--- config.mk ---
export PLATFORM = sky130hd
export DESIGN_NAME = result_uart_sender
export DESIGN_NICKNAME = d
export VERILOG_FILES = /design/src/rtl/result_uart_sender.sv
export SDC_FILE = /design/constraint.sdc
export NUM_CORES = 1
export LEC_CHECK = 0
export BUFFER_PORTS_ARGS = -buffer_cell sky130_fd_sc_hd__buf_4
export CAP_MARGIN = 20
export CORE_AREA = 2 2 106 108
export CTS_BUF_LIST = sky130_fd_sc_hd__clkbuf_16
export DETAILED_ROUTE_END_ITERATION = 16
export DIE_AREA = 0 0 108 110
export PLACE_DENSITY = 0.78
export SLEW_MARGIN = 20
export SYNTH_ARGS = -nofsm -noshare
export SYNTH_HDL_FRONTEND = slang
export SYNTH_SLANG_ARGS = --single-unit
export TNS_END_PERCENT = 20
--- constraint.sdc ---
create_clock -name clk -period 5.3 [get_ports clk]
set_input_delay 0.265 -clock clk [delete_from_list [all_inputs] [get_ports clk]]
set_output_delay 0.265 -clock clk [all_outputs]
set_load 0.1 [all_outputs]
--- src/rtl/result_uart_sender.sv ---
// Streams the N x N result RAM bank back to the host, one UART byte at a time,
// in C row-major order with each 32-bit word sent MSB byte first.
module result_uart_sender #(
  parameter int N      = 2,
  parameter int ADDR_W = 8,
  parameter int DATA_W = 32
) (
  input  logic                    clk,
  input  logic                    rst,
  input  logic                    start,
  input  logic [6:0]              a_seg_cnt,
  input  logic [6:0]              w_seg_cnt,
  output logic [ADDR_W-1:0]       ram_c_addr,
  output logic [N*N-1:0]          ram_c_rden,
  input  logic [N*N*DATA_W-1:0]   ram_c_data,
  output logic [7:0]              uart_tx_data,
  output logic                    uart_send_data,
  input  logic                    uart_tx_done,
  output logic                    busy,
  output logic                    done
);

  localparam int IW = (N > 1) ? $clog2(N) : 1;
  localparam int BW = (N > 1) ? $clog2(N * N) : 1;

  typedef enum logic [2:0] {
    IDLE, RD_REQ, RD_WAIT, LOAD, SEND, WAIT_TX, ADV, FIN
  } state_t;

  state_t state, state_nxt;

  logic [6:0]        a_cnt, w_cnt;
  logic [6:0]        a_idx, w_idx;
  logic [IW-1:0]     i_idx, j_idx;
  logic [1:0]        byte_idx;
  logic [DATA_W-1:0] word;
  logic [ADDR_W-1:0] addr_calc;
  logic [BW-1:0]     bank;
  logic              last_a, last_w, last_i, last_j, all_last;
  logic              zero_cnt;

  assign addr_calc = ADDR_W'(a_idx) * ADDR_W'(w_cnt) + ADDR_W'(w_idx);
  assign bank      = BW'(int'(i_idx) * N + int'(j_idx));

  assign last_j   = j_idx == IW'(N - 1);
  assign last_i   = i_idx == IW'(N - 1);
  assign last_w   = w_idx == w_cnt - 7'd1;
  assign last_a   = a_idx == a_cnt - 7'd1;
  assign all_last = last_j && last_w && last_i && last_a;
  assign zero_cnt = (a_seg_cnt == 7'd0) || (w_seg_cnt == 7'd0);

  always_ff @(posedge clk) begin
    if (rst) state <= IDLE;
    else     state <= state_nxt;
  end

  always_comb begin
    state_nxt = state;
    unique case (state)
      IDLE:    if (start) state_nxt = zero_cnt ? FIN : RD_REQ;
      RD_REQ:  state_nxt = RD_WAIT;
      RD_WAIT: state_nxt = LOAD;
      LOAD:    state_nxt = SEND;
      SEND:    state_nxt = WAIT_TX;
      WAIT_TX: if (uart_tx_done)
                 state_nxt = (byte_idx == 2'd3) ? ADV : SEND;
      ADV:     state_nxt = all_last ? FIN : RD_REQ;
      FIN:     state_nxt = IDLE;
      default: state_nxt = IDLE;
    endcase
  end

  always_comb begin
    ram_c_addr     = '0;
    ram_c_rden     = '0;
    uart_tx_data   = '0;
    uart_send_data = 1'b0;
    if (state == RD_REQ || state == RD_WAIT) begin
      ram_c_addr = addr_calc;
      ram_c_rden = (N * N)'(1) << bank;
    end
    if (state == SEND || state == WAIT_TX)
      uart_tx_data = word[DATA_W-1 -: 8];
    uart_send_data = state == SEND;
  end

  always_ff @(posedge clk) begin
    if (rst) begin
      a_cnt    <= '0;
      w_cnt    <= '0;
      a_idx    <= '0;
      w_idx    <= '0;
      i_idx    <= '0;
      j_idx    <= '0;
      byte_idx <= '0;
      word     <= '0;
      busy     <= 1'b0;
      done     <= 1'b0;
    end else begin
      done <= 1'b0;
      unique case (state)
        IDLE: if (start) begin
          a_cnt <= a_seg_cnt;
          w_cnt <= w_seg_cnt;
          a_idx <= '0;
          w_idx <= '0;
          i_idx <= '0;
          j_idx <= '0;
          busy  <= 1'b1;
        end
        RD_WAIT: word <= ram_c_data[int'(bank)*DATA_W +: DATA_W];
        LOAD:    byte_idx <= '0;
        WAIT_TX: if (uart_tx_done) begin
          word     <= {word[DATA_W-9:0], 8'h00};
          byte_idx <= byte_idx + 2'd1;
        end
        // Odometer: j fastest, then w, then i, then a.
        ADV: begin
          if (!last_j) j_idx <= j_idx + IW'(1);
          else begin
            j_idx <= '0;
            if (!last_w) w_idx <= w_idx + 7'd1;
            else begin
              w_idx <= '0;
              if (!last_i) i_idx <= i_idx + IW'(1);
              else begin
                i_idx <= '0;
                a_idx <= last_a ? 7'd0 : a_idx + 7'd1;
              end
            end
          end
        end
        FIN: begin
          busy <= 1'b0;
          done <= 1'b1;
        end
        default: ;
      endcase
    end
  end

endmodule

* Yosys cells after proc, flatten, opt, wreduce, memory -nomap -nowiden
Index checks and enable logic that the tools add are counted. Widths: inputs -> output; s select.
Cells by class: add/subtract/negate cells 9, $mul 1, eq/ne operators 15, shift operators 2, mux-type cells 32, reduce and logical (&&, ||, !) cells 22
Operators by type and width (count):
- $shiftx 128x8->32 | 1
- $pmux 32 s2 | 1
- $mux 7 | 7
- $mux 32 | 1
- $pmux 7 s2 | 2
- $pmux 3 s8 | 1
- $mux 8 | 2
- $add 7x1->7 const B | 2
- $eq 7x7->1 | 2
- $logic_not 7->1 | 2
- $sub 7x1->7 const B | 2
- $eq 3x3->1 const B | 4
- $mux 3 | 4
- $reduce_and 2->1 | 6
- $ne 2x2->1 const B | 5
- $add 8x7->8 | 1
- $mul 7x7->8 | 1
- $reduce_bool 2->1 | 4
- $mux 1 | 7
- $eq 3x2->1 const B | 2
- $pmux 1 s2 | 3
- $reduce_and 5->1 | 1
- $mux 2 | 2
- $mux 4 | 1
- other kinds (12) | 17
Storage, ports and cells: flip-flop bits (word level) 69, output and inout bits 23

* Depth between registers and ports, before layout
depth after elaboration 7, depth in mapped cells 17, depth with buffers taken out 16

* Worst setup path after synthesis
No wires, ideal clock.
path type register to output, start point register a_idx[2], end point output ram_c_addr[7], arrival time 4.862 ns, data required time 5.035 ns, slack 0.173 ns, cell stages (with the launch flop) 15, path buffers 2, cells stage by stage dfxtp_1 > clkbuf_1 > buf_2 > nand2_1 > fa_1 > inv_1 > fa_1 > fa_1 > inv_1 > fa_1 > xnor2_1 > xnor2_1 > xnor3_1 > xnor2_1 > nor2_1
Between the ends: cells in the longest elaborated chain, start to end 3
RTL lines:
- start: declaration | line 33 | logic [6:0] a_idx, w_idx;
- start signal: assignment | line 128 | a_idx <= last_a ? 7'd0 : a_idx + 7'd1;
- $mul 7x7->8 | line 42 | assign addr_calc = ADDR_W'(a_idx) * ADDR_W'(w_cnt) + ADDR_W'(w_idx);
- $add 8x7->8 | line 42
- $mux 8 | line 78 | if (state == RD_REQ || state == RD_WAIT) begin
- end: declaration | line 13 | output logic [ADDR_W-1:0] ram_c_addr,
No other way between the ends.

* Final worst setup path
Ends and elaborated chain as after synthesis.

==> flow_summary.yaml <==
routing:
  vias_per_cell: 5.75
  drtIter0Drc: 385
  dr.pass1.iters: 5
  postRouteAntennaNets: 0
  via_count: 5351
  drc: 0
  wirelength_mm: 15.4
  wl_per_cell_um: 16.5
cells_and_area:
  drive_gt1_share_pct: 30.0
  mostFrequentLayoutCell: "buf_4"
  nNetsFinal: 971
  areaGrowthSynthToFinish_pct: 27.8
  antenna_cells: 0
  final_cell_mix: "buf_4, nand2_1, dfxtp_1"
die:
  die_w_um: 108
  core_um2: 10700
  dieArea_um2: 11900
  io_pins: 169
  std_cell_rows: 38
  start_util_pct: 52.1
  die_h_um: 110
clock_tree:
  cts-root-buf: "clkbuf_16"
  tritoncts: "built"
  ctsResizeCount: 0
  cts_hold_buffers: 0
  htreeDepth: 3
  post-cts-setup-buffer-count: 0
  worstSkewPairLatency_ns: 0.33
  cts_sinks: 69
  cts_inserted_buffers: 9
  clk_pin_slew_ns: 0.06
  cts_buffer_depth: 2
synthesis:
  synth_flop_cell: "dfxtp_1"
  synthArstFlopShare_pct: 0
  synthCells: 656
  postSynthAreaPerCell_um2: 8.50
  synth_area_um2: 5580
  synth_edf_count: 0
  synthTopCellsByArea: "dfxtp_1, mux4_2, fa_1"
  synth_area_leader_cell: "dfxtp_1"
  synth-seq-cells: 69
  yosysWarnings: 0
  synth.top_cell.area_share_pct: 24.8
  synth_cell_types: 64
  synth_nets: 842
  seq_area_frac_synth_pct: 24.8
timing:
  max_slew.worst_pin.slew_ns: 0.864
  setup_tns_ns: 0
  fin_crit_sh_pct: 91.2
  rsz0062_at_grt: "no"
  slew_viol_final: 0
  relSlewSlack_pct: 42.4
  hold_viol: 0
  fmax_mhz: 207
  finalSetupViolations: 0
  whs_ns: 0.197
  fin_crit_ns: 4.83
  fin_worst_skew_ns: 0.00677
critical_path:
  reg2reg_to: "i_idx"
  critPathMaxFanout: 17
  ff2ff_setup_slack_ns: 2.13
  crit_buf_inv: 3
  r2r_cells: 8
  cp_num_cells: 13
  worst_ep_arrival_time_ns: 4.57
  r2r_start: "w_cnt[0]"
  critical_path_required_ns: 5.04
  critical-path-top-delay-family: "adder cells"
  worst_setup_path_end_kind: "output pin"
  crit_start: "a_idx[2]"
  critPathKind: "flop to output pin"
  startpoint_type: "flop"
  cpMostUsedCell: "fa_1"
  path_cells: "nand2_1, fa_1, inv_1, fa_1, fa_1, inv_1, fa_1, xnor2_1, xnor2_1, xnor3_1, xnor2_1, nor2_1, buf_4"
  cp_slowest_cell: "dfxtp_1"
  endpoint: "ram_c_addr[7]"
  crit_path_max_incr_delay_ns: 0.72
global_routing:
  antenna_found_initial: 0
  grt_pass1_wl_mm: 24.8
  grt_usage_pct: 26.3
  grt_max_degree: 67
  grt_overflow: 0
  grt_pass1_vias: 5074
power:
  powerDensity_nw_per_um2: 252
  vdd_ir_drop_max_mv: 0.178
  p_leak_nw: 2.95
  power_mw: 1.80
outcome:
  status: "completed"
worst_hold_path:
  worstHoldPathType: "input port to flop"
placed_design:
  port_buffers: 168
  gp_congestion: 0.860
  post-dp-hpwl_mm: 11.7
job:
  maxCapViolations: 0
-- worst register-to-register path, cell delays in order, from the launching register on --
cell      delay, ns
dfxtp_1        0.61
inv_1          0.14
ha_1           0.33
o21ba_2        0.23
a221o_1        0.35
a211oi_1       0.37
o21ai_2        0.15
a21oi_2        0.50
mux2_2         0.40
-- synthesized netlist by cell type, types with 2 or more instances --
cell      instances
nand2b_1          8
xnor2_1          26
o31ai_1           3
a21oi_1          25
buf_2             8
o21bai_1          5
a31oi_1           3
xnor3_1           2
mux2i_1           3
nand3b_1          3
buf_1             2
or3_1             5
and2_2            2
mux4_2           32
clkbuf_1         43
nand4_1           3
a211oi_1          3
a32oi_1           4
fa_1             18
a22oi_1          10
nor4_1            3
o211ai_1          3
nor2b_1           4
and3_1            5
a31o_2            2
inv_1            46
nand2_1          91
nor3_1           16
xor2_1            7
dfxtp_1          69
a21o_1            3
and4_1            2
o21ai_0           5
nand3_1          33
a311oi_1         24
nand4b_1          2
nor2_1           60
ha_1             22
o21ba_2           3
and2_1           24
-- cell families after synthesis --
family	share of synthesized area (%)
xor+xnor	5.99
buf+inv	7.05
fa+ha+maj	11.4
simple gates	22.9
flops	24.8
compound gates	14.2
mux	13.7
-- how the worst min path moves through the flow --
stage                       startpoint  endpoint  slack [ns]  depth (start not counted)
after detailed placement      a_cnt[6]  a_cnt[6]        0.47                          2
after global routing      a_seg_cnt[4]  a_cnt[4]        0.19                          3
after global placement        a_cnt[6]  a_cnt[6]        0.46                          2
after CTS                 a_seg_cnt[3]  a_cnt[3]        0.19                          3
final                     a_seg_cnt[2]  a_cnt[2]        0.20                          3
after floorplan           w_seg_cnt[4]  w_cnt[4]        0.40                          2
-- report_power, final --
group	internal, mW	leakage (nW)	switching [mW]	total [mW]
combinational	0.237	2.25	0.310	0.548
sequential	0.580	0.563	0.0696	0.650
clock	0.365	0.136	0.236	0.601
-- state kept, by name (all words and copies together), names as in the netlist --
register and count:
word 32, busy 1, i_idx 1, state 3, a_cnt 7, j_idx 1
a_idx 7, byte_idx 2, w_cnt 7, done 1, w_idx 7
-- per-stage QoR --
| stage | instances | utilization, % | setup slack [ns] | cell area, µm² |
|---|---|---|---|---|
| after CTS | 930 | 66.6 | 0.454 | 7120 |
| after detailed placement | 914 | 63.8 | 0.816 | 6830 |
| final | 930 | 66.6 | 0.466 | 7130 |
| after floorplan | 656 | - | 0.173 | 5580 |
| after global routing | 930 | 66.6 | 0.232 | 7130 |
| after global placement | 914 | 63.8 | 0.974 | 6830 |
-- metal layers --
metal  GRT usage (%)  vias up  part of all wire [%]
met3            3.82       16                   6.5
met4            6.50        0                   1.4
met5               0        -                     0
met2            44.4      210                    50
li1                -     2576                     -
met1            35.8     2549                    42
-- area by class of cell --
| cell class | count | area [µm²] |
|---|---|---|
| clock buffer | 9 | 225 |
| inverter | 46 | 173 |
| fill | 891 | 3570 |
| clock inverter | 7 | 73.8 |
| multi-input combinational | 487 | 3810 |
| sequential | 69 | 1380 |
| tap | 140 | 175 |
| timing repair buffer | 172 | 1290 |
No activity file was read; power rests on OpenSTA's default activity.
